**config.mk**
```make
export PLATFORM = sky130hd
export DESIGN_NAME = stopwatch_uart_cmd_ctrl
export DESIGN_NICKNAME = d
export VERILOG_FILES = /design/src/rtl/stopwatch_uart_pkg.sv /design/src/rtl/stopwatch_uart_cmd_ctrl.sv
export SDC_FILE = /design/constraint.sdc
export NUM_CORES = 1
export LEC_CHECK = 0
export CAP_MARGIN = 20
export CORE_ASPECT_RATIO = 0.75
export CORE_UTILIZATION = 42
export CTS_CLUSTER_SIZE = 10
export DETAILED_ROUTE_END_ITERATION = 8
export HOLD_SLACK_MARGIN = 0.1
export PLACE_DENSITY = 0.81
export SETUP_SLACK_MARGIN = 0.15
export SYNTH_ARGS = -nofsm -noshare
export SYNTH_HDL_FRONTEND = slang
export SYNTH_SLANG_ARGS = --single-unit
```
**constraint.sdc**
```tcl
create_clock -name i_clk -period 1.78 [get_ports i_clk]
set_input_delay 0.356 -clock i_clk [delete_from_list [all_inputs] [get_ports i_clk]]
set_output_delay 0.356 -clock i_clk [all_outputs]
set_load 0.1 [all_outputs]
```
**src/rtl/stopwatch_uart_pkg.sv**
```systemverilog
// stopwatch_uart_pkg: command codes, report sizing and command-controller states
package stopwatch_uart_pkg;
    localparam logic [7:0] CMD_GO     = 8'h67;
    localparam logic [7:0] CMD_PAUSE  = 8'h70;
    localparam logic [7:0] CMD_CLEAR  = 8'h63;
    localparam logic [7:0] CMD_UPDN   = 8'h75;
    localparam logic [7:0] CMD_REPORT = 8'h72;
    localparam logic [7:0] CASE_MASK  = 8'h20;
    localparam int REPORT_LEN    = 7;
    localparam int REPORT_CYCLES = 8;
    typedef enum logic [2:0] {S_IDLE, S_ECHO, S_ACT, S_WAIT_SPACE, S_BUSY} state_t;
    function automatic logic [7:0] to_lower(input logic [7:0] c);
        return c | CASE_MASK;
    endfunction
endpackage

```
**src/rtl/stopwatch_uart_cmd_ctrl.sv**
```systemverilog
// stopwatch_uart_cmd_ctrl: RX command decoder, report scheduler and TX write-port arbiter
module stopwatch_uart_cmd_ctrl
    import stopwatch_uart_pkg::*;
#(
    parameter int TX_DEPTH = 16,
    parameter int TX_CW    = 5,
    parameter bit ECHO     = 1'b1
) (
    input  logic             i_clk,
    input  logic             i_reset,
    input  logic             i_rx_empty,
    input  logic [7:0]       i_rx_data,
    output logic             o_rx_rd,
    input  logic             i_tx_full,
    input  logic [TX_CW-1:0] i_tx_count,
    output logic             o_tx_wr,
    output logic [7:0]       o_tx_data,
    output logic             o_report_start,
    input  logic             i_report_wr,
    input  logic [7:0]       i_report_ascii,
    output logic             o_run,
    output logic             o_up,
    output logic             o_clr
);
    localparam int CNT_W = $clog2(REPORT_CYCLES);
    localparam logic [TX_CW-1:0] MAX_FILL = TX_CW'(TX_DEPTH - REPORT_LEN);

    state_t           r_state;
    logic [7:0]       r_cmd;
    logic [CNT_W-1:0] r_cnt;
    logic             r_run, r_up, r_clr;
    logic             w_busy, w_space_ok, w_echo_wr;
    logic [7:0]       w_lc;

    assign w_busy         = r_state == S_BUSY;
    assign w_space_ok     = i_tx_count <= MAX_FILL;
    assign w_echo_wr      = r_state == S_ECHO && !i_tx_full;
    assign w_lc           = to_lower(r_cmd);
    assign o_rx_rd        = r_state == S_IDLE && !i_rx_empty;
    assign o_report_start = r_state == S_WAIT_SPACE && w_space_ok;
    assign o_tx_wr        = w_busy ? i_report_wr : w_echo_wr;
    assign o_tx_data      = w_busy ? i_report_ascii : r_cmd;
    assign o_run          = r_run;
    assign o_up           = r_up;
    assign o_clr          = r_clr;

    always_ff @(posedge i_clk or posedge i_reset)
        if (i_reset) begin
            r_state <= S_IDLE;
            r_cmd   <= '0;
            r_cnt   <= '0;
            r_run   <= 1'b0;
            r_up    <= 1'b1;
            r_clr   <= 1'b0;
        end else begin
            r_clr <= 1'b0;
            case (r_state)
                S_IDLE: if (!i_rx_empty) begin
                    r_cmd   <= i_rx_data;
                    r_state <= ECHO ? S_ECHO : S_ACT;
                end
                S_ECHO: if (!i_tx_full) r_state <= S_ACT;
                S_ACT: begin
                    if (w_lc == CMD_GO) r_run <= 1'b1;
                    if (w_lc == CMD_PAUSE) r_run <= 1'b0;
                    if (w_lc == CMD_CLEAR) r_clr <= 1'b1;
                    if (w_lc == CMD_UPDN) r_up <= !r_up;
                    r_state <= w_lc == CMD_REPORT ? S_WAIT_SPACE : S_IDLE;
                end
                S_WAIT_SPACE: if (w_space_ok) begin
                    r_state <= S_BUSY;
                    r_cnt   <= CNT_W'(REPORT_CYCLES - 1);
                end
                S_BUSY: if (r_cnt == '0) r_state <= S_IDLE;
                        else r_cnt <= r_cnt - 1'b1;
                default: r_state <= S_IDLE;
            endcase
        end
endmodule

```
==> summary.txt <==
Synthesis
  – Post-synth top cells: dfrtp_1 (16), mux2_2 (14), inv_1 (8)
  – Yosys reg bits: 17
  – Avg Inst Size Synth: 11.4 um2
  – Top cell type's share of synthesized area: 41.8%
  – Ys Warns: 0
  – Post-synth ARST share: 100%
  – Net Count, Synth: 112
  – Area contributors post-synth: dfrtp_1 (42%), mux2_2 (16%), inv_1 (3.1%)
  – EDFF count, synth: 0
  – Post-synth top area cell: dfrtp_1
  – Commonest register cell after synthesis: dfrtp_1
  – Most frequent cell after synthesis: dfrtp_1
  – Netlist cell types: 33
  – Synth Cell Area: 957 um2
  – Synthesized instance count: 84
  – Seq/Total Area, Yosys: 44.6%

Hold path
  – HP Class: in -> async

Power
  – Switching share of power: 51.4%
  – Comb pwr share: 73.6%
  – PD cells: 1990 mW/mm2
  – Pint: 1.71 mW
  – Psw: 1.81 mW
  – Seq pwr share: 20.5%
  – Design Power: 3.52 mW
  – Leakage: 0.753 nW
  – Worst vdd ir: 1570 uV
  – Clk pwr share: 5.9%

STA
  – RSZ-0062 raised after global routing: yes
  – Final Setup Violations: 11
  – Final hold vios: 0
  – Fin crit share: 110%
  – Max-slew headroom: 71.6%
  – Setup ws final: -186 ps
  – Worst Clk Skew: 5.58 ps
  – Tightest Pin Transition: 425 ps
  – Fin. max-slew vios: 0
  – Post-layout min period: 1970 ps
  – Fmax: 509 MHz

Worst setup path
  – Worst path bufs/invs: 2
  – Slack of the worst reg-to-reg path: 80 ps
  – Crit Path Category: reg -> out
  – Slowest cell delay on critical path: 410 ps
  – Worst Setup Start Kind: register
  – Crit-path cells: nor3b_2 -> buf_6 -> mux2_4 -> buf_12
  – Largest fanout on the critical path: 8
  – CP top delay family: flip-flops
  – Setup crit end kind: output pin
  – WP data required: 1420 ps
  – Crit-path slowest cell: dfrtp_1
  – CP Data Arrival Time: 1610 ps

Clock network
  – CTS Root Cell: clkbuf_4
  – H-tree Lvls: 1
  – CTS max path bufs: 2
  – Hold buffers post-CTS: 0
  – Worst-path clk slew: 100 ps
  – Skew-Pair Late Insertion Delay: 290 ps
  – CTS tree: yes
  – CTS Sinks: 17
  – Total CTS buffers: 3

Detailed routing
  – Routed met1 length: 1.28 mm
  – Metal3 WL: 168 um
  – DRT iter0 DRCs: 21
  – Vias per Instance: 5.59
  – Top Metal Used: met4
  – # DRC: 3
  – WL/cell: 19.1 um
  – DRT Pass-1 Iters: 6
  – Wire length on met2: 1.60 mm
  – WL final: 3.09 mm
  – Number of nets with antenna violations after routing: 0
  – Number of vias in the routed layout: 906

Placement
  – Post-DP HPWL: 1.87 mm
  – Placed insts: 151
  – Port-buffer cells: 38
  – GPL Wtd Cong: 0.800
  – Placed Instance Area: 0.00159 mm2

Cells and area
  – Fraction of layout cells with a size suffix above 1: 44.9%
  – Area grow syn2layout: 84.6%
  – Finished Layout Cells: 162
  – Utilization after layout: 84.8%
  – ANT cells: 0
  – Final Instance Area: 0.00177 mm2
  – Final #Nets: 167

Die
  – Io pins: 40
  – Die area: 0.00248 mm2
  – Rows: 14
  – Initial core utilization: 45.9%
  – Core area: 0.00208 mm2
  – Die Y: 43.3 um
  – Horiz. Die Dim: 57.1 um

GRT
  – GRT overflow: 0
  – Largest net degree at the start of global routing: 18
  – Initial antenna violation count: 0
  – Number of global-route vias before repair: 977
  – GRT Util Overall: 25.9%
  – Global-route wire length before repair: 4.69 mm

Flow run
  – Max-Cap Viols: 0

Status
  – Failing checks: design-rule violations, negative setup slack
  – Outcome: finished with violations
[registers in the layout (all words and copies together), names as in the netlist]
| signal | cells |
|---|---|
| o_up | 1 |
| o_clr | 1 |
| o_run | 1 |
| r_cnt | 3 |
| r_state | 3 |
| r_cmd | 8 |
[routing by layer]
layer  vias to the layer above  track usage (%)
li1                        409                -
met4                         0             9.76
met3                         6             5.97
met2                        44             46.1
met1                       447             30.9
met5                         -                0
[placed cells by master (no fill, tap or decap), drive strengths merged]
cell type	count
clkinvlp	1
nor4b	3
ha	2
and4	1
o21ai	4
nand3	2
nor2	5
and2	1
dfstp	1
nand4b	1
dfrtp	16
clkbuf	4
o31ai	2
buf	29
nor3b	2
a2bb2oi	1
o31a	1
mux2	14
and3	1
nand2	4
clkdlybuf4s50	24
nand2b	1
nand4bb	1
and3b	2
nor2b	1
xnor2	1
a22oi	2
inv	7
a21oi	1
a41oi	1
nor4	1
o22a	1
[layout make-up]
cell class                      count  area, um2
Tap cell                           24       30.0
Clock buffer                        4       26.3
Timing Repair Buffer               53        664
Sequential cell                    17        427
Inverter                            8       33.8
Multi-Input combinational cell     56        586
Fill cell                         108        318
[cells by family after synthesis]
kind of cell               synth area share [%]
buffers and inverters                      5.62
DFF                                        44.6
adders and majority gates                  2.61
and+or+nand+nor                            20.4
muxes                                      16.5
AOI/OAI and AO/OA                          9.41
xor gates and xnor gates                  0.915
[power by group through the flow]
stage	Sequential [mW]	Combinational (mW)	Clock [mW]
2_1_floorplan	0.690	1.52	0
3_3_place_gp	0.672	2.31	0
3_5_place_dp	0.690	2.36	0
4_1_cts	0.688	2.50	0.214
5_1_grt	0.740	2.67	0.230
6_report	0.722	2.59	0.207
[repair_timing]
item                                    in CTS  in global routing
hold endpoints to repair                     0                  0
gates cloned                                 0                  0
pin swaps                                    4                  8
setup buffers                                5                  2
endpoints found under the setup margin      14                 26
gates resized for setup                     11                 11
[through the flow]
stage | setup TNS [ps] | setup WS (ps) | hold slack, ps
finish | -1740 | -186 | 385
global route | -2380 | -240 | 410
CTS | -1690 | -192 | 370
detailed placement | -150 | -79.4 | 501
global placement | -76.1 | -76.1 | 489
floorplan | -6290 | -603 | 281
[final timing paths]
path,startpoint,depth (start not counted),end
worst max-delay path,r_state[2],4,o_tx_data[4]
worst min-delay path,i_reset,3,r_cmd[0]
worst max register to register,r_state[2],6,o_run
worst min register to register,o_up,1,o_up
max in group asynchronous,i_reset,3,o_up
min in group i_clk,o_up,1,o_up
[worst register-to-register path, stage by stage, from the launching register on]
cell and delay [ps]:
dfrtp_1 420, buf_6 150, buf_6 110, buf_6 110
nor4b_4 410, a41oi_2 210, a2bb2oi_2 180
Power figures use the tool's default switching activity.
